## src/rtl/tlul_dma_pkg.sv

```systemverilog
// tlul_dma_pkg: state encoding and constants of the TL-UL word-copy engine.
package tlul_dma_pkg;
   typedef enum logic [2:0] {
      IDLE,
      RD_REQ,
      RD_RSP,
      WR_REQ,
      WR_RSP,
      DONE
   } dma_state_e;
   localparam int unsigned DmaWordBytes = 4;
endpackage

```

## src/rtl/tlul_pkg.sv

```systemverilog
// tlul_pkg: TL-UL channel types, opcodes and widths shared by hosts and devices.
package tlul_pkg;
   localparam int TL_AW  = 32;
   localparam int TL_DW  = 32;
   localparam int TL_AIW = 8;
   localparam int TL_SZW = 2;
   localparam int TL_DBW = 4;
   typedef enum logic [2:0] {
      PutFullData    = 3'h0,
      PutPartialData = 3'h1,
      Get            = 3'h4
   } tl_a_op_e;
   typedef enum logic [2:0] {
      AccessAck     = 3'h0,
      AccessAckData = 3'h1
   } tl_d_op_e;
   typedef struct packed {
      logic [6:0] rsvd;
      logic [3:0] instr_type;
   } tl_a_user_t;
   localparam tl_a_user_t TL_A_USER_DEFAULT = '{rsvd: 7'h0, instr_type: 4'h9};
   typedef struct packed {
      logic              a_valid;
      tl_a_op_e          a_opcode;
      logic [2:0]        a_param;
      logic [TL_SZW-1:0] a_size;
      logic [TL_AIW-1:0] a_source;
      logic [TL_AW-1:0]  a_address;
      logic [TL_DBW-1:0] a_mask;
      logic [TL_DW-1:0]  a_data;
      tl_a_user_t        a_user;
      logic              d_ready;
   } tl_h2d_t;
   typedef struct packed {
      logic              d_valid;
      tl_d_op_e          d_opcode;
      logic [2:0]        d_param;
      logic [TL_SZW-1:0] d_size;
      logic [TL_AIW-1:0] d_source;
      logic              d_sink;
      logic [TL_DW-1:0]  d_data;
      logic              d_error;
      logic              a_ready;
   } tl_d2h_t;
endpackage

```

## src/rtl/tlul_dma_copy.sv

```systemverilog
// tlul_dma_copy: TL-UL host that copies len_i words from src to dst, one transaction at a time.
module tlul_dma_copy
   import tlul_pkg::*;
   import tlul_dma_pkg::*;
#(
   parameter logic [TL_AIW-1:0] SrcId = '0,
   parameter int                LenW  = 16
) (
   input  logic            clk_i,
   input  logic            rst_ni,
   input  logic            start_i,
   input  logic [31:0]     src_addr_i,
   input  logic [31:0]     dst_addr_i,
   input  logic [LenW-1:0] len_i,
   output logic            busy_o,
   output logic            done_o,
   output logic            err_o,
   output tl_h2d_t         tl_o,
   input  tl_d2h_t         tl_i
);
   dma_state_e      state_q, state_d;
   logic [31:0]     src_q, src_d, dst_q, dst_d, data_q, data_d;
   logic [LenW-1:0] cnt_q, cnt_d;
   logic            err_q, err_d;
   logic            rsp, rsp_bad, misaligned;
   logic            unused_d;

   assign rsp        = tl_i.d_valid && tl_i.d_source == SrcId;
   assign rsp_bad    = tl_i.d_error || tl_i.d_opcode != (state_q == RD_RSP ? AccessAckData : AccessAck);
   assign misaligned = |{src_addr_i[1:0], dst_addr_i[1:0]};
   assign unused_d   = ^{tl_i.d_param, tl_i.d_size, tl_i.d_sink};

   always_ff @(posedge clk_i or negedge rst_ni) begin
      if (!rst_ni) begin
         state_q <= IDLE;
         src_q   <= '0;
         dst_q   <= '0;
         data_q  <= '0;
         cnt_q   <= '0;
         err_q   <= 1'b0;
      end else begin
         state_q <= state_d;
         src_q   <= src_d;
         dst_q   <= dst_d;
         data_q  <= data_d;
         cnt_q   <= cnt_d;
         err_q   <= err_d;
      end
   end

   // Responses are only looked at in the *_RSP states, so one arriving with
   // the request handshake or after a reset falls through untouched.
   always_comb begin
      state_d = state_q;
      src_d   = src_q;
      dst_d   = dst_q;
      data_d  = data_q;
      cnt_d   = cnt_q;
      err_d   = err_q;
      unique case (state_q)
         IDLE: if (start_i) begin
            src_d   = src_addr_i;
            dst_d   = dst_addr_i;
            cnt_d   = len_i;
            err_d   = misaligned;
            state_d = (misaligned || len_i == '0) ? DONE : RD_REQ;
         end
         RD_REQ: if (tl_i.a_ready) state_d = RD_RSP;
         RD_RSP: if (rsp) begin
            err_d   = err_q | rsp_bad;
            data_d  = tl_i.d_data;
            state_d = rsp_bad ? DONE : WR_REQ;
         end
         WR_REQ: if (tl_i.a_ready) state_d = WR_RSP;
         WR_RSP: if (rsp) begin
            err_d   = err_q | rsp_bad;
            src_d   = rsp_bad ? src_q : src_q + 32'(DmaWordBytes);
            dst_d   = rsp_bad ? dst_q : dst_q + 32'(DmaWordBytes);
            cnt_d   = rsp_bad ? cnt_q : cnt_q - LenW'(1);
            state_d = (rsp_bad || cnt_q == LenW'(1)) ? DONE : RD_REQ;
         end
         DONE:    state_d = IDLE;
         default: state_d = IDLE;
      endcase
   end

   assign busy_o = state_q != IDLE;
   assign done_o = state_q == DONE;
   assign err_o  = err_q;

   always_comb begin
      tl_o           = '0;
      tl_o.a_valid   = state_q inside {RD_REQ, WR_REQ};
      tl_o.a_opcode  = state_q == WR_REQ ? PutFullData : Get;
      tl_o.a_param   = 3'h0;
      tl_o.a_size    = TL_SZW'(2);
      tl_o.a_source  = SrcId;
      tl_o.a_address = state_q == WR_REQ ? dst_q : src_q;
      tl_o.a_mask    = 4'hF;
      tl_o.a_data    = state_q == WR_REQ ? data_q : '0;
      tl_o.a_user    = TL_A_USER_DEFAULT;
      tl_o.d_ready   = 1'b1;
   end
endmodule

```

## config.mk

```make
export PLATFORM = sky130hd
export DESIGN_NAME = tlul_dma_copy
export DESIGN_NICKNAME = d
export VERILOG_FILES = /design/src/rtl/tlul_dma_pkg.sv /design/src/rtl/tlul_pkg.sv /design/src/rtl/tlul_dma_copy.sv
export SDC_FILE = /design/constraint.sdc
export NUM_CORES = 1
export LEC_CHECK = 0
export CORE_AREA = 2 2 159 161
export DETAILED_ROUTE_END_ITERATION = 8
export DIE_AREA = 0 0 161 163
export PLACE_DENSITY_LB_ADDON = 0.2
export SYNTH_ARGS = -nofsm -noshare
export SYNTH_HDL_FRONTEND = slang
export SYNTH_SLANG_ARGS = --single-unit
```

## constraint.sdc

```tcl
create_clock -name clk_i -period 2.77 [get_ports clk_i]
set_clock_uncertainty 0.2 [all_clocks]
set_input_delay 0.554 -clock clk_i [delete_from_list [all_inputs] [get_ports clk_i]]
set_output_delay 0.554 -clock clk_i [all_outputs]
set_load 0.01 [all_outputs]
```

* After elaboration in Yosys (flattened, before gate mapping)
Index checks and enable logic that the tools add are counted.
** Storage, ports and cells
- Register bits after elaboration :: 116
- Input port bits :: 135
- Output and inout bits :: 100
- Logic and storage cells :: 69
** Operators by class
- Add/subtract/negate cells :: 3
- Eq/ne operators :: 14
- Muxes and demuxes :: 28
- Bitwise gates (word level) :: 1
- Reductions and logical operators :: 17
** Operators with widths (number)
- $mux W32 :: 8
- $pmux W32 S2 :: 2
- $add A32 B3 Y32 const B :: 2
- $mux W16 :: 3
- $pmux W16 S2 :: 1
- $mux W3 :: 9
- $eq A16 B1 Y1 const B :: 1
- $logic_not A16 Y1 :: 1
- $sub A16 B1 Y16 const B :: 1
- $pmux W3 S5 :: 1
- $ne A2 B2 Y1 const B :: 6
- $logic_not A8 Y1 :: 1
- $eq A3 B2 Y1 const B :: 2
- $eq A3 B3 Y1 const B :: 2
- $reduce_bool A2 Y1 :: 3
- $reduce_and A5 Y1 :: 1
- $reduce_and A4 Y1 :: 1
- $reduce_or A4 Y1 :: 1
- $eq A3 B1 Y1 const B :: 1
- $logic_not A3 Y1 :: 1
- $logic_or A1 B1 Y1 :: 3
- $mux W1 :: 3
- $ne A3 B1 Y1 :: 1
- $reduce_and A3 Y1 :: 1
- other kinds (7) :: 7

* Longest topological paths before layout
- Depth in word-level cells :: 8
- Gate-level depth with buffers :: 7
- Mapped depth without buffers :: 7

* Least setup slack after synthesis
No wires, ideal clock.
- Kind :: reg-to-output
- Start :: reg state_q[1]
- End :: out tl_o[66] (netlist bit)
- Arrival time :: 1824 ps
- Data required time :: 2016 ps
- Slack :: 192 ps
- Cell stages (with the launch flop) :: 7
- Path buffers :: 3
- Cells stage by stage :: dfrtp_1 nor2b_1 clkbuf_1 nand2_1 clkbuf_1 buf_1 mux2_2
** RTL lines
- start, declared :: RTL line tlul_dma_copy.sv:21 : dma_state_e state_q, state_d;
- start signal, assigned :: RTL line tlul_dma_copy.sv:42 : state_q <= state_d;
- end, declared :: RTL line tlul_dma_copy.sv:18 : output tl_h2d_t tl_o,

==> out/qor_table.md <==
| Result | This run |
| --- | --- |
| Routed wire length | 24,300 um |
| Setup repair after global routing missed its margin | false |
| Total number of nets in the final design | 1,175 |
| Final setup viols | 0 |
| Post-route cell area | 0.0105 mm^2 |
| Number of vias per cell after detailed routing | 5.17 |
| Share of flip-flops with an asynchronous set or reset | 100% |
| Clk_lat worst skew | 410 ps |
| # clock sinks | 116 |
| Iter 0 DRT Violations | 560 |
| Multi-input logic area | 0.00394 mm^2 |
| Number of synthesized flops with an enable pin | 0 |
| Fraction of the mapped netlist area in compound gates | 21.6% |
| Synthesis warning total | 0 |
| CTS H-Tree Depth | 4 |
| Outcome | complete, no violations |
| Most numerous cell types in the synthesized netlist | sky130_fd_sc_hd__dfrtp_1, sky130_fd_sc_hd__a21oi_1, sky130_fd_sc_hd__nand2_1, sky130_fd_sc_hd__mux2_2, sky130_fd_sc_hd__o21ai_0 |
| Number of input and output port buffers inserted | 197 |
| Area occupied by registers | 0.00290 mm^2 |
| XOR/XNOR share of the synthesized area | 0% |
| Number of distinct standard cells referenced by the synthesized netlist | 60 |
| PD cells | 960 mW/mm^2 |
| Largest net degree at the start of global routing | 54 |
| Max_slew headroom | 57.8% |
| Total Routing Usage GR | 18.3% |
| Clock buffers created by TritonCTS | 17 |
| Total power after layout | 10,100 uW |
| Total instance count after detailed placement | 1,340 |
| Period utilization | 97.5% |
| Adder and majority gate portion of the synthesized area | 0.691% |
| Library cell occupying the most area in the post-synthesis netlist | sky130_fd_sc_hd__dfrtp_1 |
| Final critical path time including I/O delays and setup | 2700 ps |
| Register bit total from synthesis | 116 |
| Post-route antenna net violation count | 0 |
| Share of cells above drive strength 1 | 16.2% |
| Worst EP arrival | 1950 ps |
| Die X-Extent | 161 um |
| Sequential fraction of the synthesis area | 40.1% |
| Core Area | 0.0247 mm^2 |
| Die area | 0.0262 mm^2 |
| Most frequent cell after synthesis | sky130_fd_sc_hd__dfrtp_1 |
| Clock Tree Root | sky130_fd_sc_hd__clkbuf_16 |
| Max Transition Viols Final | 0 |
| Number of antenna violations at the first check in global routing | 2 |
| Via count of the first global-routing pass | 6,854 |
| Signed area change from the synthesized netlist to the final layout | 45.1% |
| Type of element capturing the critical path | output pin |
| Row Count | 58 |
| Maximum number of buffers from clock root to sink | 2 |
| Multiplexer fraction of the synthesized cell area | 10.5% |
| Total DRC errors in the routed layout | 0 |
| Post-Layout Cell Count | 1,381 |
| DR pass1 iterations | 5 |
| Slew at the pin closest to its max-slew limit | 627 ps |
| WS Path Type | reg -> out |
| GPL Wtd Cong | 0.819 |
| CTS clock-pin slew for the worst setup and hold paths | 60 ps |
| Tightest hold margin | 297 ps |
| Dominant combinational cell family by area after synthesis | compound AO/OA/AOI/OAI gates |
| Post-layout util | 42.6% |
| Critical-path maximum fanout | 36 |
| Synthesized instance count | 831 |
| Simple-gate portion of the synthesized area | 19.5% |
| Clock tree from TritonCTS | built |
| Ranking of synthesized cells by area | sky130_fd_sc_hd__dfrtp_1, sky130_fd_sc_hd__mux2_2, sky130_fd_sc_hd__a21oi_1 |
| Total congestion overflow | 0 |
| Primary flip-flop cell chosen by synthesis mapping | sky130_fd_sc_hd__dfrtp_1 |
| Count of final hold-check violations | 0 |
| Leakage power figure | 0.00470 uW |
| Peak clock frequency supported by timing | 0.370 GHz |
| Worst Hold Class | reg -> reg |
| First-pass GRT wire length | 37,900 um |
| Area of the mapped netlist | 0.00724 mm^2 |
| Per-instance average area after synthesis | 8.71 um^2 |
| Detail Placement HPWL | 17,200 um |
| Share of Yosys cell area claimed by the top area cell type | 40.1% |
| Floorplan die height | 163 um |
| Routed length per instance | 17.6 um |
| Number of max-capacitance violations reported | 0 |
| Initial Util | 29.3% |
| Total number of vias | 7,142 |
| Worst VDD drop | 0.539 mV |
| Type of origin of the critical path | flop |
| Reg2Reg Setup Slack | 200 ps |
| Data required, critical path | 2020 ps |
| Fill count | 2,528 |
| Cell area reported after detailed placement | 0.00980 mm^2 |
| Ports | 235 |
-- worst max-delay path, cell delays in order, from the launching register on --
cell and delay (ps):
sky130_fd_sc_hd__dfrtp_1 410, sky130_fd_sc_hd__nor2b_4 180, sky130_fd_sc_hd__buf_12 200, sky130_fd_sc_hd__and3_1 180, sky130_fd_sc_hd__clkdlybuf4s50_1 550
-- layout by cell type, fill, tap and decap left out, drive strengths merged, types with 7 or more instances in the layout --
master / synthesis / layout
buf: 43 / 54
inv: 17 / 21
mux2: 65 / 65
a2bb2oi: 19 / 19
clkdlybuf4s15: 0 / 7
nand2: 69 / 69
clkbuf: 51 / 26
a31oi: 8 / 8
nor4: 13 / 13
clkdlybuf4s50: 0 / 149
a21oi: 90 / 90
conb: 2 / 31
nand3: 32 / 32
nand4: 22 / 22
dlymetal6s2s: 0 / 16
nor2: 44 / 44
and3: 39 / 39
nor3: 19 / 19
dfrtp: 116 / 116
dlygate4sd2: 0 / 17
o22ai: 28 / 28
o21ai: 64 / 64
-- metal layers --
layer  vias to the layer above  GRT usage, %  part of all wire, %
li1                       3443             -                    -
met1                      3458          23.8                   45
met2                       210          30.1                   48
met3                        29          4.79                  5.6
met4                         2          5.28                  1.4
met5                         -             0                0.054
-- what timing repair did --
action	4_1_cts	5_1_grt
buffers inserted	5	1
pin swaps	1	1
hold buffers	1	0
endpoints found under the setup margin	65	29
gates resized for setup	44	35
endpoints found under the hold margin	25	0
-- path summary, 6_finish.rpt --
check                           start          to  depth (start not counted)
hold / removal             data_q[27]  data_q[27]                          1
max in group asynchronous      rst_ni  data_q[26]                          3
setup reg to reg             dst_q[2]   dst_q[28]                          6
setup / recovery           state_q[2]    tl_o[30]                          4
hold reg to reg            data_q[27]  data_q[27]                          1
min in group asynchronous      rst_ni    cnt_q[8]                          2
-- cell type report --
| type | instances | share of cell area (%) |
|---|---|---|
| diodes | 2 | 0.0476 |
| inverters | 17 | 0.607 |
| multi-input cells | 633 | 37.5 |
| well taps | 330 | 3.93 |
| clock inverters | 13 | 1.63 |
| clock buffers | 19 | 4.31 |
| flip-flops and latches | 116 | 27.6 |
| repair buffers | 251 | 24.3 |
-- sequential cells by signal, summed over array words and instances, names as in the netlist --
name     cells
cnt_q       16
data_q      32
dst_q       32
err_o        1
src_q       32
state_q      3
-- power breakdown --
part	switching (uW)	leakage [uW]	internal, uW
clock	869	0.000301	1480
combinational	2560	0.00298	2150
sequential	736	0.00141	2300
-- through the flow --
stage,TNS (ps),worst slack [ps]
after detailed placement,-1530,-99.1
final,0,68.3
after global placement,-395,-36.9
after CTS,-1.53,-1.26
after floorplan,0,192
after global routing,0,1.43
-- kinds of logic after synthesis --
logic type	Yosys count
AND/OR/NAND/NOR	273
AO/OA/AOI/OAI	257
flip-flops	116
buffers and inverters	111
multiplexers	68
adder cells (fa/ha/maj)	4
other	2
Note: power is estimated with default switching activity, not from simulation.
